===== config.mk =====
export PLATFORM = sky130hd
export DESIGN_NAME = ad7606_par_ctrl_flat
export DESIGN_NICKNAME = d
export VERILOG_FILES = /design/src/rtl/ad7606_par_ctrl_if.sv /design/src/rtl/ad7606_par_ctrl.sv /design/src/flat_wrapper.sv
export SDC_FILE = /design/constraint.sdc
export NUM_CORES = 1
export LEC_CHECK = 0
export BUFFER_PORTS_ARGS = -buffer_cell sky130_fd_sc_hd__buf_2
export CELL_PAD_IN_SITES_DETAIL_PLACEMENT = 1
export CELL_PAD_IN_SITES_GLOBAL_PLACEMENT = 2
export CORE_ASPECT_RATIO = 1.5
export CORE_MARGIN = 1.5
export CORE_UTILIZATION = 38
export CTS_BUF_LIST = sky130_fd_sc_hd__clkbuf_4 sky130_fd_sc_hd__clkbuf_8
export DETAILED_ROUTE_END_ITERATION = 12
export PLACE_DENSITY = 0.95
export SLEW_MARGIN = 20
export SYNTH_ARGS = -nofsm -noshare
export SYNTH_HDL_FRONTEND = slang
export SYNTH_SLANG_ARGS = --single-unit

===== constraint.sdc =====
create_clock -name clk -period 5.35 [get_ports clk]
set_input_delay 1.07 -clock clk [delete_from_list [all_inputs] [get_ports clk]]
set_output_delay 1.07 -clock clk [all_outputs]
set_load 0.02 [all_outputs]

===== src/rtl/ad7606_par_ctrl_if.sv =====
// rtl/ad7606_par_ctrl_if.sv - ADC pin and channel-stream bundle for ad7606_par_ctrl
interface ad7606_par_ctrl_if #(
    parameter int DATA_W = 16
);
    logic              en;
    logic [2:0]        os_sel;
    logic [DATA_W-1:0] ad_data;
    logic              ad_busy;
    logic              first_data;
    logic [2:0]        ad_os;
    logic              ad_cs;
    logic              ad_rd;
    logic              ad_reset;
    logic              ad_convst;
    logic [DATA_W-1:0] ch_data;
    logic [2:0]        ch_idx;
    logic              ch_valid;
    logic              frame_done;
    logic              overrun;
    logic              busy_err;
    logic              sync_err;

    // Controller side
    modport master (
        input  en, os_sel, ad_data, ad_busy, first_data,
        output ad_os, ad_cs, ad_rd, ad_reset, ad_convst,
        output ch_data, ch_idx, ch_valid, frame_done, overrun, busy_err, sync_err
    );

    // ADC / datapath side
    modport slave (
        output en, os_sel, ad_data, ad_busy, first_data,
        input  ad_os, ad_cs, ad_rd, ad_reset, ad_convst,
        input  ch_data, ch_idx, ch_valid, frame_done, overrun, busy_err, sync_err
    );
endinterface


===== src/rtl/ad7606_par_ctrl.sv =====
// rtl/ad7606_par_ctrl.sv - AD7606 parallel-bus controller; AD_FIRSTDATA_CHK_EN enables FRSTDATA checking
module ad7606_par_ctrl #(
    parameter int NUM_CH     = 8,
    parameter int DATA_W     = 16,
    parameter int RST_CYC    = 4,
    parameter int CONV_LO    = 2,
    parameter int WAIT_HI    = 5,
    parameter int RD_LO      = 3,
    parameter int RD_HI      = 1,
    parameter int SAMPLE_DIV = 1000,
    parameter int BUSY_TMO   = 4000
) (
    input  logic              clk,
    input  logic              rst_n,
    ad7606_par_ctrl_if.master bus
);

    function automatic int max_of(input int a, input int b);
        return (a > b) ? a : b;
    endfunction

    // One shared phase counter serves every timed state, so it must hold the longest one.
    localparam int CNT_MAX = max_of(max_of(max_of(RST_CYC, CONV_LO), max_of(WAIT_HI, RD_LO)),
                                    max_of(RD_HI, BUSY_TMO));
    localparam int CNT_W   = $clog2(CNT_MAX + 1);
    localparam int TMR_W   = $clog2(SAMPLE_DIV);

    typedef enum logic [2:0] {
        PWR_RST,
        IDLE,
        CONV,
        WAIT_H,
        WAIT_BUSY,
        RD_L,
        RD_H,
        DONE
    } state_t;

    state_t            state_q, state_d;
    logic [CNT_W-1:0]  cnt_q, cnt_d;
    logic [2:0]        ch_q, ch_d;
    logic [TMR_W-1:0]  tmr_q, tmr_d;
    logic              tick_q, tick_d;

    logic              ad_reset_q, ad_reset_d;
    logic              ad_cs_q, ad_cs_d;
    logic              ad_rd_q, ad_rd_d;
    logic              ad_convst_q, ad_convst_d;
    logic [2:0]        ad_os_q, ad_os_d;
    logic [DATA_W-1:0] ch_data_q, ch_data_d;
    logic [2:0]        ch_idx_q, ch_idx_d;
    logic              ch_valid_q, ch_valid_d;
    logic              frame_done_q, frame_done_d;
    logic              overrun_q, overrun_d;
    logic              busy_err_q, busy_err_d;
    logic              sync_err_q, sync_err_d;

    function automatic logic cnt_last(input logic [CNT_W-1:0] c, input int n);
        return c == CNT_W'(n - 1);
    endfunction

`ifndef AD_FIRSTDATA_CHK_EN
    logic unused_first_data;
    assign unused_first_data = bus.first_data;
`endif

    // Free-running frame timer; tick is high for the one cycle after the count wraps to 0.
    always_comb begin
        tmr_d  = tmr_q + TMR_W'(1);
        tick_d = 1'b0;
        if (tmr_q == TMR_W'(SAMPLE_DIV - 1)) begin
            tmr_d  = '0;
            tick_d = 1'b1;
        end
    end

    // Next-state, capture and pulse logic; pin levels are decoded from the next state so they register cleanly.
    always_comb begin
        state_d      = state_q;
        cnt_d        = cnt_q;
        ch_d         = ch_q;
        ad_os_d      = ad_os_q;
        ch_data_d    = ch_data_q;
        ch_idx_d     = ch_idx_q;
        ch_valid_d   = 1'b0;
        frame_done_d = 1'b0;
        busy_err_d   = 1'b0;
        sync_err_d   = 1'b0;
        overrun_d    = tick_q && (state_q != IDLE);

        case (state_q)
            PWR_RST: begin
                if (cnt_last(cnt_q, RST_CYC)) begin
                    state_d = IDLE;
                    cnt_d   = '0;
                end else begin
                    cnt_d = cnt_q + CNT_W'(1);
                end
            end
            IDLE: begin
                ad_os_d = bus.os_sel;
                if (tick_q && bus.en) begin
                    state_d = CONV;
                    cnt_d   = '0;
                end
            end
            CONV: begin
                if (cnt_last(cnt_q, CONV_LO)) begin
                    state_d = WAIT_H;
                    cnt_d   = '0;
                end else begin
                    cnt_d = cnt_q + CNT_W'(1);
                end
            end
            WAIT_H: begin
                if (cnt_last(cnt_q, WAIT_HI)) begin
                    state_d = WAIT_BUSY;
                    cnt_d   = '0;
                end else begin
                    cnt_d = cnt_q + CNT_W'(1);
                end
            end
            WAIT_BUSY: begin
                if (!bus.ad_busy) begin
                    state_d = RD_L;
                    cnt_d   = '0;
                    ch_d    = '0;
                end else if (cnt_last(cnt_q, BUSY_TMO)) begin
                    busy_err_d = 1'b1;
                    state_d    = PWR_RST;
                    cnt_d      = '0;
                end else begin
                    cnt_d = cnt_q + CNT_W'(1);
                end
            end
            RD_L: begin
                if (cnt_last(cnt_q, RD_LO)) begin
                    ch_data_d  = bus.ad_data;
                    ch_idx_d   = ch_q;
                    ch_valid_d = 1'b1;
                    cnt_d      = '0;
`ifdef AD_FIRSTDATA_CHK_EN
                    // FRSTDATA must be high exactly on channel 0; otherwise the frame is out of step.
                    if (bus.first_data != (ch_q == 3'd0)) begin
                        sync_err_d = 1'b1;
                        state_d    = DONE;
                    end else begin
                        state_d = RD_H;
                    end
`else
                    state_d = RD_H;
`endif
                end else begin
                    cnt_d = cnt_q + CNT_W'(1);
                end
            end
            RD_H: begin
                if (cnt_last(cnt_q, RD_HI)) begin
                    cnt_d = '0;
                    if (ch_q == 3'(NUM_CH - 1)) begin
                        state_d = DONE;
                    end else begin
                        ch_d    = ch_q + 3'd1;
                        state_d = RD_L;
                    end
                end else begin
                    cnt_d = cnt_q + CNT_W'(1);
                end
            end
            DONE: begin
                frame_done_d = 1'b1;
                state_d      = IDLE;
            end
            default: begin
                state_d = PWR_RST;
                cnt_d   = '0;
            end
        endcase

        ad_reset_d  = (state_d == PWR_RST);
        ad_cs_d     = !((state_d == RD_L) || (state_d == RD_H));
        ad_rd_d     = (state_d != RD_L);
        ad_convst_d = (state_d != CONV);
    end

    // State, counters and registered outputs.
    always_ff @(posedge clk or negedge rst_n) begin
        if (!rst_n) begin
            state_q      <= PWR_RST;
            cnt_q        <= '0;
            ch_q         <= '0;
            tmr_q        <= '0;
            tick_q       <= 1'b0;
            ad_reset_q   <= 1'b1;
            ad_cs_q      <= 1'b1;
            ad_rd_q      <= 1'b1;
            ad_convst_q  <= 1'b1;
            ad_os_q      <= '0;
            ch_data_q    <= '0;
            ch_idx_q     <= '0;
            ch_valid_q   <= 1'b0;
            frame_done_q <= 1'b0;
            overrun_q    <= 1'b0;
            busy_err_q   <= 1'b0;
            sync_err_q   <= 1'b0;
        end else begin
            state_q      <= state_d;
            cnt_q        <= cnt_d;
            ch_q         <= ch_d;
            tmr_q        <= tmr_d;
            tick_q       <= tick_d;
            ad_reset_q   <= ad_reset_d;
            ad_cs_q      <= ad_cs_d;
            ad_rd_q      <= ad_rd_d;
            ad_convst_q  <= ad_convst_d;
            ad_os_q      <= ad_os_d;
            ch_data_q    <= ch_data_d;
            ch_idx_q     <= ch_idx_d;
            ch_valid_q   <= ch_valid_d;
            frame_done_q <= frame_done_d;
            overrun_q    <= overrun_d;
            busy_err_q   <= busy_err_d;
            sync_err_q   <= sync_err_d;
        end
    end

    assign bus.ad_reset   = ad_reset_q;
    assign bus.ad_cs      = ad_cs_q;
    assign bus.ad_rd      = ad_rd_q;
    assign bus.ad_convst  = ad_convst_q;
    assign bus.ad_os      = ad_os_q;
    assign bus.ch_data    = ch_data_q;
    assign bus.ch_idx     = ch_idx_q;
    assign bus.ch_valid   = ch_valid_q;
    assign bus.frame_done = frame_done_q;
    assign bus.overrun    = overrun_q;
    assign bus.busy_err   = busy_err_q;
    assign bus.sync_err   = sync_err_q;

endmodule

===== src/flat_wrapper.sv =====
// flat-port wrapper written by rule: the top's interface ports become plain ports
module ad7606_par_ctrl_flat 
#(
    parameter int NUM_CH     = 8,
    parameter int DATA_W     = 16,
    parameter int RST_CYC    = 4,
    parameter int CONV_LO    = 2,
    parameter int WAIT_HI    = 5,
    parameter int RD_LO      = 3,
    parameter int RD_HI      = 1,
    parameter int SAMPLE_DIV = 1000,
    parameter int BUSY_TMO   = 4000
)
  (clk, rst_n, bus_en, bus_os_sel, bus_ad_data, bus_ad_busy, bus_first_data, bus_ad_os, bus_ad_cs, bus_ad_rd, bus_ad_reset, bus_ad_convst, bus_ch_data, bus_ch_idx, bus_ch_valid, bus_frame_done, bus_overrun, bus_busy_err, bus_sync_err);
  ad7606_par_ctrl_if #(.DATA_W(DATA_W)) bus_i ();
  input  logic clk;
  input  logic rst_n;
  input wire logic [$bits(bus_i.en)-1:0] bus_en;
  input wire logic [$bits(bus_i.os_sel)-1:0] bus_os_sel;
  input wire logic [$bits(bus_i.ad_data)-1:0] bus_ad_data;
  input wire logic [$bits(bus_i.ad_busy)-1:0] bus_ad_busy;
  input wire logic [$bits(bus_i.first_data)-1:0] bus_first_data;
  output wire logic [$bits(bus_i.ad_os)-1:0] bus_ad_os;
  output wire logic [$bits(bus_i.ad_cs)-1:0] bus_ad_cs;
  output wire logic [$bits(bus_i.ad_rd)-1:0] bus_ad_rd;
  output wire logic [$bits(bus_i.ad_reset)-1:0] bus_ad_reset;
  output wire logic [$bits(bus_i.ad_convst)-1:0] bus_ad_convst;
  output wire logic [$bits(bus_i.ch_data)-1:0] bus_ch_data;
  output wire logic [$bits(bus_i.ch_idx)-1:0] bus_ch_idx;
  output wire logic [$bits(bus_i.ch_valid)-1:0] bus_ch_valid;
  output wire logic [$bits(bus_i.frame_done)-1:0] bus_frame_done;
  output wire logic [$bits(bus_i.overrun)-1:0] bus_overrun;
  output wire logic [$bits(bus_i.busy_err)-1:0] bus_busy_err;
  output wire logic [$bits(bus_i.sync_err)-1:0] bus_sync_err;
  assign bus_i.en = bus_en;
  assign bus_i.os_sel = bus_os_sel;
  assign bus_i.ad_data = bus_ad_data;
  assign bus_i.ad_busy = bus_ad_busy;
  assign bus_i.first_data = bus_first_data;
  assign bus_ad_os = bus_i.ad_os;
  assign bus_ad_cs = bus_i.ad_cs;
  assign bus_ad_rd = bus_i.ad_rd;
  assign bus_ad_reset = bus_i.ad_reset;
  assign bus_ad_convst = bus_i.ad_convst;
  assign bus_ch_data = bus_i.ch_data;
  assign bus_ch_idx = bus_i.ch_idx;
  assign bus_ch_valid = bus_i.ch_valid;
  assign bus_frame_done = bus_i.frame_done;
  assign bus_overrun = bus_i.overrun;
  assign bus_busy_err = bus_i.busy_err;
  assign bus_sync_err = bus_i.sync_err;
  ad7606_par_ctrl #(.NUM_CH(NUM_CH), .DATA_W(DATA_W), .RST_CYC(RST_CYC), .CONV_LO(CONV_LO), .WAIT_HI(WAIT_HI), .RD_LO(RD_LO), .RD_HI(RD_HI), .SAMPLE_DIV(SAMPLE_DIV), .BUSY_TMO(BUSY_TMO)) u_core (.clk(clk), .rst_n(rst_n), .bus(bus_i));
endmodule

# Word level (Yosys, flattened, before mapping)
# Cells that the tools add are included.
# word_totals
in_bits,24
out_inout_bits,31
ff_bits,59
# classes
reduce_logical,12
n_addsub,3
muxes,31
n_eq_ne,23
# op_table
operator,count
2-to-1 mux 12 bit,8
one-hot mux 12 bit (7 select lines),1
2-to-1 mux 3 bit,11
"equality test 12 x 2 -> 1 bit, second input constant",2
one-hot mux 3 bit (8 select lines),1
"equality test 3 bit, second input constant",7
"adder 12 x 1 -> 12 bit, second input constant",1
"equality test 12 x 1 -> 1 bit, second input constant",1
"equality test 12 bit, second input constant",1
"equality test 12 x 3 -> 1 bit, second input constant",1
zero test 12 bit,1
"adder 10 x 1 -> 10 bit, second input constant",1
"equality test 10 bit, second input constant",1
2-to-1 mux 10 bit,1
2-to-1 mux 1 bit,7
nonzero test 7 bit,1
"equality test 3 x 2 -> 1 bit, second input constant",2
zero test 3 bit,2
one-hot mux 3 bit (2 select lines),1
"!= test 2 x 1 -> 1 bit, second input constant",2
"!= test 2 bit, second input constant",2
AND reduction 2 bit,2
AND reduction 4 bit,1
"adder 3 x 1 -> 3 bit, second input constant",1
9 further kinds,10

# Logic depth before layout (Yosys ltp)
# logic_depth
word_depth,7
ltp_mapped,8

# Least setup slack after synthesis
# OpenSTA, ideal clock, no wires.
# synth_timing
kind,input -> register
start,input bus_en
end,register u_core.cnt_q[11]
setup_ns,0.126
path_buffers,0
t_arrival_ns,2.196
setup_slack_ns,3.028
stages,6
t_required_ns,5.224
cell_sequence,a211o_1 -> a21oi_1 -> nor4_1 -> nand3_1 -> xor2_1 -> nor2_1
# synth_between
elab_chain_cells,3
# synth_lines
item,line_no,text
"start, declared",flat_wrapper.sv:18,input wire logic [$bits(bus_i.en)-1:0] bus_en;
logical AND 1 bit,ad7606_par_ctrl.sv:102,if (tick_q && bus.en) begin
!= test 2 x 1 -> 1 bit (no line),-,
AND reduction 2 bit (no line),-,
"end signal, assigned",ad7606_par_ctrl.sv:208,cnt_q <= cnt_d;
"end, declared",ad7606_par_ctrl.sv:40,"logic [CNT_W-1:0] cnt_q, cnt_d;"
# No other way between the ends.
# A chain may end at the register's enable or synchronous reset.

# Worst setup path after layout
# layout_timing
start,register u_core.cnt_q[4]
end,"register u_core.ad_convst_q, in the netlist u_core.bus.ad_convst"
# layout_between
elab_chain_cells,5
# layout_lines
item,line_no,text
equality test 12 bit,ad7606_par_ctrl.sv:59,return c == CNT_W'(n - 1);
2-to-1 mux 3 bit,ad7606_par_ctrl.sv:128,"end else if (cnt_last(cnt_q, BUSY_TMO)) begin"
2-to-1 mux 3 bit,ad7606_par_ctrl.sv:124,if (!bus.ad_busy) begin
one-hot mux 3 bit (8 select lines) *,ad7606_par_ctrl.sv:91,case (state_q)
named net u_core.state_d[1],ad7606_par_ctrl.sv:39,"state_t state_q, state_d;"
!= test 3 x 2 -> 1 bit *,ad7606_par_ctrl.sv:183,ad_convst_d = (state_d != CONV);
named net u_core.ad_convst_d,ad7606_par_ctrl.sv:48,"logic ad_convst_q, ad_convst_d;"
"end signal, assigned",ad7606_par_ctrl.sv:215,ad_convst_q <= ad_convst_d;
"end, declared",ad7606_par_ctrl.sv:48,
# The timed path passes the listed nets; every way through them passes the cells marked *.

==> flow_metrics.py <==
metrics = {
    "status": {
        "status": "finished clean",
    },
    "routing": {
        "first_pass_iters": 4,
        "via_per_inst": 5.09,
        "routed_wl_mm": 6.36,
        "vias": 2279,
        "drtAntennaViolNets": 0,
        "drc_errors": 0,
        "drtIter0Drc": 86,
        "wire_per_inst_um": 14.2,
    },
    "pwr": {
        "switching_share_pct": 40.0,
        "ir_drop_mv": 0.217,
        "clock_power_share_pct": 22.8,
        "power_density_nw_per_um2": 522,
        "p_int_w": 0.00104,
        "p_comb_share_pct": 38.4,
        "leakage_nw": 1.59,
        "power_switching_w": 0.000696,
        "pwr-share-seq_pct": 38.8,
    },
    "cts": {
        "clkLatencyLatePin_ns": 0.35,
        "post_cts_resized": 0,
        "cts_tree": "done",
        "clkSinkCount": 59,
        "h-tree-depth": 3,
        "clockBufferDepth": 2,
        "clk_pin_slew_ns": 0.07,
        "cts_hold_buf": 0,
        "cts_setup_buffers": 0,
        "cts_buffers": 9,
        "cts_root_buf": "clkbuf_8",
    },
    "placement": {
        "place.gp.congestion": 0.827,
        "io_buffer_count": 52,
        "dp_slack_ns": 2.56,
        "dp_hpwl_mm": 4.56,
        "placed_area_um2": 3140,
        "dp_cells": 433,
    },
    "sta": {
        "max_freq_ghz": 0.367,
        "rsz0062_at_grt": "no",
        "tightest_slew_ns": 0.860,
        "period_share_pct": 51.0,
        "fin_skew_ns": 0.00864,
        "setup_violations": 0,
        "period_minus_slack_ns": 2.73,
        "slew_viol_final": 0,
        "setup_ws_ns": 2.62,
        "slew-limit-headroom_pct": 41.9,
        "tns_ns": 0,
        "hold_violations": 0,
    },
    "layout": {
        "layout.nets": 375,
        "syn2layout_area_growth_pct": 19.7,
        "instances_no_fill": 448,
        "fin_area_um2": 3330,
        "drive_gt1_share_pct": 24.7,
        "nFillCells": 848,
        "fin_util_pct": 46.4,
        "num_antenna_cells": 0,
    },
    "worst_setup_path": {
        "critical_path_class": "flip-flop to flip-flop",
        "cp_max_fo": 21,
        "worstSetupEndpointType": "flip-flop",
        "required_ns": 5.59,
        "critPathArrivalTime_ns": 2.97,
        "slowest_delay_ns": 0.58,
        "r2r_cells": 8,
        "crit_chain": "or4_4, nor3_2, nand4_1, buf_4, clkinv_1, a221o_1, and4_4, nand3_1",
        "timing.reg2reg.setup_slack_ns": 2.62,
        "timing.rr.end": "u_core.bus.ad_convst$_DFF_PN1_",
        "regToRegStartpoint": "u_core.cnt_q[4]$_DFFE_PN0P_",
        "crit_slowest_cell": "or4_4",
        "cp-start-kind": "flip-flop",
    },
    "global_route": {
        "grt_use_total_pct": 18.2,
        "grt_pass1_vias": 2345,
        "grt_pass1_wl_mm": 11.0,
        "overflow": 0,
        "grt_max_degree": 60,
        "antenna_found_initial": 0,
    },
    "synthesis": {
        "synth_most_common_cell": "nand2_1",
        "netlist-cell-type-count": 50,
        "avgSynthCellArea_um2": 9.66,
        "yosys.area.top_type": "dfrtp_1",
        "syn-cell-area_um2": 2780,
        "yosys-top-cells-area": "dfrtp_1 (49%), nand2_1 (9.6%), dfstp_2 (3.8%), nand3_1 (3.2%), ha_1 (3.1%)",
        "synth_seq_cells": 59,
        "synth-main-ff-cell": "dfrtp_1",
        "synthArstFlopShare_pct": 100,
        "yosys_warnings": 0,
        "yosysSeqAreaShare_pct": 53.3,
        "synthTopCellsByCount": "nand2_1 (71), dfrtp_1 (55), nor2_1 (21)",
        "synth_top_area_share_pct": 49.5,
        "syn-num-nets": 319,
        "postSynthCellCount": 288,
        "synth-edff-count": 0,
    },
    "floorplanning": {
        "die_x_um": 72.9,
        "initial_utilization_pct": 38.7,
        "chipHeight_um": 108,
        "fp.coreArea_um2": 7180,
        "std_cell_rows": 38,
        "dieArea_um2": 7850,
        "io_pins": 55,
    },
    "min_path": {
        "hold_end": "u_core.tmr_q[0]$_DFF_PN0_",
        "min-delay-start": "u_core.tmr_q[0]$_DFF_PN0_",
        "holdPathStages": 1,
        "min_path_type": "flip-flop to flip-flop",
    },
    "flow_run": {
        "drv_cap": 0,
    },
}
## worst max-delay path, delay by kind of cell, from the launching register on
kind / cells / cell delay, ns
AO/OA/AOI/OAI: 1 / 0.29
buffers and inverters: 2 / 0.57
flip-flops: 1 / 0.42
AND/OR/NAND/NOR: 5 / 1.32
## stage by stage
| step | power, W | hold slack (ns) |
|---|---|---|
| 3_3_place_gp | 0.00133 | 0.443 |
| 2_1_floorplan | 0.00114 | 0.433 |
| 4_1_cts | 0.00176 | 0.464 |
| 6_report | 0.00174 | 0.462 |
| 5_1_grt | 0.00187 | 0.488 |
| 3_5_place_dp | 0.00136 | 0.455 |
## power by group through the flow
stage | Sequential, W | Clock (W) | Combinational (W)
2_1_floorplan | 0.000749 | 0 | 0.000391
3_3_place_gp | 0.000673 | 0 | 0.000658
3_5_place_dp | 0.000683 | 0 | 0.000675
4_1_cts | 0.000676 | 0.000405 | 0.000679
5_1_grt | 0.000695 | 0.000424 | 0.000749
6_report | 0.000675 | 0.000397 | 0.000667
## placed cells by master, fill, tap and decap left out, types with 2 or more instances in the layout
master / instances
a21oi_1: 6
a31oi_1: 2
and2_1: 2
and3_1: 5
buf_2: 52
buf_4: 2
clkbuf_4: 3
clkbuf_8: 9
clkinv_1: 2
clkinv_2: 2
dfrtp_1: 55
dfstp_2: 4
ha_1: 7
inv_1: 6
mux2_2: 4
nand2_1: 71
nand2b_1: 5
nand3_1: 18
nand3b_1: 3
nand4_1: 4
nor2_1: 21
nor2b_1: 5
nor3_1: 6
nor4_1: 2
o21ai_0: 8
o21ai_1: 3
xnor2_1: 6
xor2_1: 9
## layout make-up
class / instances / area [um^2] / area share, %
Clock inverter: 3 / 40.0 / 1.20
Multi-Input combinational cell: 212 / 1230 / 37.0
Timing Repair Buffer: 54 / 275 / 8.26
Clock buffer: 12 / 146 / 4.40
Inverter: 8 / 30.0 / 0.902
Sequential cell: 59 / 1480 / 44.5
Tap cell: 100 / 125 / 3.76
## layer usage
metal	up-vias	track usage [%]	wire length, um
li1	1094	-	-
met1	1121	21.2	2740
met2	51	30.7	3220
met3	13	3.00	200
met4	0	11.3	189
met5	-	0	0
## worst max path at each step
stage	cells after the start	endpoint	start
detailed placement	7	u_core.cnt_q[9]$_DFFE_PN0P_	bus_en
CTS	8	u_core.bus.ad_convst$_DFF_PN1_	u_core.cnt_q[4]$_DFFE_PN0P_
global route	8	u_core.bus.ad_convst$_DFF_PN1_	u_core.cnt_q[4]$_DFFE_PN0P_
floorplan	6	u_core.cnt_q[11]$_DFFE_PN0P_	bus_en
finish	8	u_core.bus.ad_convst$_DFF_PN1_	u_core.cnt_q[4]$_DFFE_PN0P_
global placement	7	u_core.cnt_q[11]$_DFFE_PN0P_	bus_en
## state kept, by name, indices dropped and copies added, names as in the netlist
name / flops
u_core.bus.ch_data: 16
u_core.cnt_q: 12
u_core.tmr_q: 10
u_core.bus.ad_os: 3
u_core.bus.ch_idx: 3
u_core.ch_q: 3
u_core.state_q: 3
u_core.bus.ad_convst: 1
u_core.bus.ad_cs: 1
u_core.bus.ad_rd: 1
u_core.bus.ad_reset: 1
u_core.bus.busy_err: 1
u_core.bus.ch_valid: 1
u_core.bus.frame_done: 1
u_core.bus.overrun: 1
u_core.tick_q: 1
## cell families (layout without fill, tap and decap cells)
kind of cell,after synthesis,after routing,share of synthesized area [%]
AOI/OAI and AO/OA,35,35,8.86
and+or+nand+nor,150,150,25.8
other,1,1,0.135
buffers and inverters,17,77,2.43
xor gates and xnor gates,15,15,4.72
muxes,4,4,1.62
adders and majority gates,7,7,3.15
DFF,59,59,53.3
(Power assumes the default switching activity.)
